==> src/rtl/float_pack.sv <==
// float_pack: multi-cycle IEEE-754 single-precision composer (sign, exponent, raw significand -> packed word + one-hot class).
// Optional macro FLOAT_PACK_RNE_EN enables round-to-nearest-even on pack; default build truncates.
module float_pack #(
  parameter int unsigned EXP_W = 10,
  parameter int          BIAS  = 127
) (
  input  logic             clk,
  input  logic             reset,
  input  logic             in_valid,
  output logic             in_ready,
  input  logic             in_sign,
  input  logic [EXP_W-1:0] in_exp,
  input  logic [23:0]      in_sig,
  input  logic             in_nan,
  output logic             out_valid,
  input  logic             out_ready,
  output logic [31:0]      out_float,
  output logic [4:0]       out_class
);

  localparam int unsigned IE_W = EXP_W + 1;
  localparam logic signed [IE_W-1:0] EXP_ONE  = IE_W'(1);
  localparam logic signed [IE_W-1:0] EXP_INF  = IE_W'(255);
  localparam logic signed [IE_W-1:0] EXP_BIAS = IE_W'(BIAS);

  localparam logic [4:0] CLS_ZERO = 5'b00001;
  localparam logic [4:0] CLS_NORM = 5'b00010;
  localparam logic [4:0] CLS_SUB  = 5'b00100;
  localparam logic [4:0] CLS_INF  = 5'b01000;
  localparam logic [4:0] CLS_NAN  = 5'b10000;

  typedef enum logic [1:0] {S_IDLE, S_NORM, S_DENORM, S_DONE} state_t;

  state_t                 r_state;
  logic                   r_sign;
  logic signed [IE_W-1:0] r_exp;     // unbiased in NORM, biased in DENORM
  logic [23:0]            r_sig;
  logic                   r_out_valid;
  logic [31:0]            r_out_float;
  logic [4:0]             r_out_class;

  logic signed [IE_W-1:0] w_bias_exp;
  logic signed [IE_W-1:0] w_norm_exp;
  logic [24:0]            w_sig_r;

`ifdef FLOAT_PACK_RNE_EN
  logic r_guard;
  logic r_sticky;
  logic w_round_up;
`endif

  // Rounded significand and exponent as seen by the pack paths
  always_comb begin
    w_bias_exp = r_exp + EXP_BIAS;
`ifdef FLOAT_PACK_RNE_EN
    w_round_up = r_guard & (r_sticky | r_sig[0]);
    w_sig_r    = {1'b0, r_sig} + 25'(w_round_up);
`else
    w_sig_r    = {1'b0, r_sig};
`endif
    // A carry out of the all-ones mantissa bumps the exponent
    w_norm_exp = w_bias_exp + IE_W'(w_sig_r[24]);
  end

  always_ff @(posedge clk) begin
    if (reset) begin
      r_state     <= S_IDLE;
      r_sign      <= 1'b0;
      r_exp       <= '0;
      r_sig       <= '0;
      r_out_valid <= 1'b0;
      r_out_float <= '0;
      r_out_class <= '0;
`ifdef FLOAT_PACK_RNE_EN
      r_guard     <= 1'b0;
      r_sticky    <= 1'b0;
`endif
    end else begin
      case (r_state)
        S_IDLE: begin
          if (in_valid) begin
            r_sign <= in_sign;
            r_exp  <= {in_exp[EXP_W-1], in_exp};
            r_sig  <= in_sig;
`ifdef FLOAT_PACK_RNE_EN
            r_guard  <= 1'b0;
            r_sticky <= 1'b0;
`endif
            if (in_nan) begin
              r_out_float <= {in_sign, 8'hFF, 1'b1, 22'b0};
              r_out_class <= CLS_NAN;
              r_state     <= S_DONE;
            end else if (in_sig == 24'd0) begin
              r_out_float <= {in_sign, 31'b0};
              r_out_class <= CLS_ZERO;
              r_state     <= S_DONE;
            end else begin
              r_state <= S_NORM;
            end
          end
        end

        S_NORM: begin
          if (!r_sig[23]) begin
            r_sig <= r_sig << 1;
            r_exp <= r_exp - EXP_ONE;
          end else if (w_norm_exp >= EXP_INF) begin
            r_out_float <= {r_sign, 8'hFF, 23'b0};
            r_out_class <= CLS_INF;
            r_state     <= S_DONE;
          end else if (w_bias_exp >= EXP_ONE) begin
            r_out_float <= {r_sign, w_norm_exp[7:0], w_sig_r[22:0]};
            r_out_class <= CLS_NORM;
            r_state     <= S_DONE;
          end else begin
            r_exp   <= w_bias_exp;
            r_state <= S_DENORM;
          end
        end

        S_DENORM: begin
          if (r_exp == EXP_ONE) begin
            // Rounding carry into bit 23 lands exactly on the min-normal encoding
            r_out_float <= {r_sign, 7'b0, w_sig_r[23:0]};
            r_out_class <= w_sig_r[23]        ? CLS_NORM :
                           (|w_sig_r[22:0])   ? CLS_SUB  : CLS_ZERO;
            r_state     <= S_DONE;
          end else if (r_sig == 24'd0) begin
            r_out_float <= {r_sign, 31'b0};
            r_out_class <= CLS_ZERO;
            r_state     <= S_DONE;
          end else begin
            r_sig <= r_sig >> 1;
            r_exp <= r_exp + EXP_ONE;
`ifdef FLOAT_PACK_RNE_EN
            r_guard  <= r_sig[0];
            r_sticky <= r_sticky | r_guard;
`endif
          end
        end

        S_DONE: begin
          // out_valid rises one cycle after the result is captured
          if (!r_out_valid) begin
            r_out_valid <= 1'b1;
          end else if (out_ready) begin
            r_out_valid <= 1'b0;
            r_state     <= S_IDLE;
          end
        end

        default: r_state <= S_IDLE;
      endcase
    end
  end

  assign in_ready  = (r_state == S_IDLE);
  assign out_valid = r_out_valid;
  assign out_float = r_out_float;
  assign out_class = r_out_class;

endmodule
==> config.mk <==
export PLATFORM = sky130hd
export DESIGN_NAME = float_pack
export DESIGN_NICKNAME = d
export VERILOG_FILES = /design/src/rtl/float_pack.sv
export SDC_FILE = /design/constraint.sdc
export NUM_CORES = 1
export LEC_CHECK = 0
export CAP_MARGIN = 20
export CORE_ASPECT_RATIO = 1.25
export CORE_MARGIN = 2
export CORE_UTILIZATION = 39
export CTS_CLUSTER_DIAMETER = 30
export DETAILED_ROUTE_END_ITERATION = 10
export SLEW_MARGIN = 15
export SYNTH_ARGS = -nofsm -noshare
export SYNTH_HDL_FRONTEND = slang
export SYNTH_SLANG_ARGS = --single-unit
export TNS_END_PERCENT = 1
==> constraint.sdc <==
create_clock -name clk -period 4.9 [get_ports clk]
set_input_delay 0.735 -clock clk [delete_from_list [all_inputs] [get_ports clk]]
set_output_delay 0.735 -clock clk [all_outputs]
set_load 0.1 [all_outputs]
==> results.md <==
* Layout cells sized above 1 at 6.826%
* Clock share of power at 17.3%
* Max VDD drop at 298.3 uV
* Fmax at between 0.2 and 0.3 GHz
* Vias at 4602
* Ys async rst share at 0%
* Final setup violation count at 0
* # Max-Cap Violations at 0
* Antenna Nets Post-Route at 0
* P&R area growth vs syn at 23.77%
* First-pass GRT wire length at around 23000 um
* Register area at 1521 um^2
* Postcts setup bufs at 0
* Int Pwr at 1.943 mW
* Net switching power at around 2.1 mW
* Final period utilization at 73.05%
* Setup TNS at 0 ns
* CTS tree: built
* Initial antenna violation count at 0
* Starting Density at between 40% and 50%
* RSZ-0062 raised after global routing: no
* WL met2 at between 7000 and 8000 um
* Total GRT Usage at a little under a quarter
* Largest net degree at the start of global routing at 53
* Worst Setup End Kind: flip-flop
* Die Wd at 99.98 um
* DRT Wirelength at around 15000 um
* Area of the multi-input gates at about 2700 um^2
* CP Launch Type: flip-flop
* Main flop type after synthesis: dfxtp_1
* Total Power at between 4 and 5 mW
* Min Tclk post-route at 3.580 ns
* Flops & latches, synth at 76
* # diodes at 0
* Final Max Slew Viols at 0
* Top cell type's share of synthesized area at approximately 34%
* Sequential fraction of the synthesis area at approximately 34%
* Flop pwr share at 27.3%
* Grt ovf at 0
* Clock skew at 0.009091 ns
* Net Sw Frac at 51.92%
* Number of fill cells at 1080
* Num rows at 43
* H-tree depth at 3
* Number of synthesized flops with an enable pin at 0
* Pre-antenna DRT Iters at 7
* Core area at 11140 um^2
* Clock transition at path regs at 0.07 ns
* Fin. Hold Viols at 0
* Top Metal Used: met4
* DRC violations left at 0
* Clock root cell: clkbuf_16
* RD Place Congestion at 0.8862
* Outcome: finished clean
* Mapped Cells at 537
* DR WL/cell at ~20 um
* Worst slew margin at 28.90%
* Worst-path fanout max at 31
* Clock buffer depth at 2
* Worst Path Arrival at 3.81 ns
* Die Footprint at around 12000 um^2
* Hold_buf cts at 0
* CTS resizes at 0
* Largest area contributor in the netlist: dfxtp_1
* Number of port buffers at 78
* Wire length on met1 at roughly 6000 um
* Power per cell area at between 700 and 800 nW/um^2
* Nets at 631
* Synth warn at 0
* Syn_area_per_cell at about 8.4 um^2
* CTS buffer count at 9
* Combinational power share at 55.5%
* 1st-iter DRT viols at 361
* CP Class: reg2reg
* DP HPWL at 9959 um
* Die H at approximately 120 um
* Netlist cell types at 74
* Via density at around 6.4
* TritonCTS Sinks at 76
* Syn Nets at slightly below 600
* Synthesized area at 4491 um^2
* IO Pins at 79
* Worst-Skew Late Latency at 0.34 ns
* Met3 Wirelength at 726 um
* Type of the worst min-delay path: reg2reg
* Top cells by area, synth: dfxtp_1, a32o_1, a222oi_1
* Leakage at 2.035 nW
* Least-Margin Pin Slew at 1.066 ns
* CP Data Required Time at 5.13 ns
* Number of global-route vias before repair at 4440
[flip-flops by register name (all words and copies together), names as in the netlist]
register	count
out_class	5
r_sign	1
out_float	32
r_exp	11
out_valid	1
r_sig	24
r_state	2
[cell usage in the layout, fill, tap and decap left out, types with 4 or more instances in the layout]
cell,n
o211ai_1,6
nor4_1,14
buf_4,7
and2_1,4
dfxtp_1,76
nor2_1,44
a222oi_1,21
clkbuf_16,9
a22oi_1,6
or4_1,4
a21oi_1,26
or3_1,6
a32o_1,22
nor3_1,17
mux2i_1,7
ha_1,10
a211oi_1,27
nand2_1,32
o21ai_0,25
xnor2_1,4
xor2_1,4
nand2b_1,4
nor2b_1,6
nand3_1,11
clkdlybuf4s50_1,77
nand3b_1,4
and3_1,27
inv_1,9
a311oi_1,6
[path summary, 6_finish.rpt]
path | startpoint | endpoint | slack [ns] | depth (start not counted)
min | out_float[29] | out_float[29] | 0.47 | 2
max | r_exp[0] | out_class[1] | 1.32 | 9
max reg2reg | r_exp[0] | out_class[1] | 1.32 | 9
min reg2reg | out_float[29] | out_float[29] | 0.47 | 2
[critical path, stage by stage, from the launching register on]
cell,delay [ns]
dfxtp_1,0.67
inv_1,0.20
ha_1,0.35
nor3b_2,0.22
a21boi_0,0.40
xor2_1,0.25
o21ai_1,0.18
buf_4,0.33
nand2_2,0.43
o41ai_1,0.43
[per-layer routing]
metal | GRT usage, % | vias up
met3 | 3.199 | 40
met2 | 41.85 | 169
met1 | 27.77 | 2192
met5 | 0 | -
li1 | - | 2201
met4 | 11.30 | 0
[metrics by stage]
stage | cells | cell area, um^2 | hold WS [ns] | worst slack (ns) | utilization, %
4_1_cts | 721 | 5558 | 0.4708 | 1.362 | 49.90
2_1_floorplan | 537 | 4491 | 0.4541 | 2.039 | -
5_1_grt | 721 | 5558 | 0.4927 | 1.053 | 49.90
3_3_place_gp | 705 | 5250 | 0.4545 | 1.364 | 47.14
6_report | 721 | 5558 | 0.4680 | 1.321 | 49.90
3_5_place_dp | 705 | 5250 | 0.4620 | 1.259 | 47.14
[power groups by stage]
stage | clock network (mW) | logic (mW) | registers [mW]
floorplan | 0 | 1.51 | 1.27
global placement | 0 | 2.20 | 1.10
detailed placement | 0 | 2.23 | 1.11
CTS | 0.711 | 2.24 | 1.09
global route | 0.735 | 2.43 | 1.13
finish | 0.698 | 2.24 | 1.10
[synth_stat cells, types with 7 or more instances]
library cell   n
dfxtp_1       76
nor3_1        17
a222oi_1      21
a21oi_1       26
nor4_1        14
inv_1          9
ha_1          10
clkbuf_1      33
and3_1        27
mux2i_1        7
nor2_1        44
a211oi_1      27
nand3_1       11
a32o_1        22
o21ai_0       25
nand2_1       32
buf_2         13
[area by class of cell]
cell class | instances | area share (%)
clock buffers | 9 | 4.052
inverters | 12 | 0.8104
clock inverters | 7 | 1.486
well taps | 135 | 3.039
flip-flops and latches | 76 | 27.38
repair buffers | 85 | 14.90
multi-input cells | 397 | 48.33
[logic make-up (layout without fill, tap and decap cells)]
family,count (synthesis),in the layout,share of synthesized area (%)
and+or+nand+nor,188,188,22.40
AOI/OAI and AO/OA,184,184,31.51
DFF,76,76,33.88
buffers and inverters,64,113,6.297
adders and majority gates,10,10,2.786
xor gates and xnor gates,8,8,1.560
muxes,7,7,1.560
Note: power is estimated with default switching activity, not from simulation.
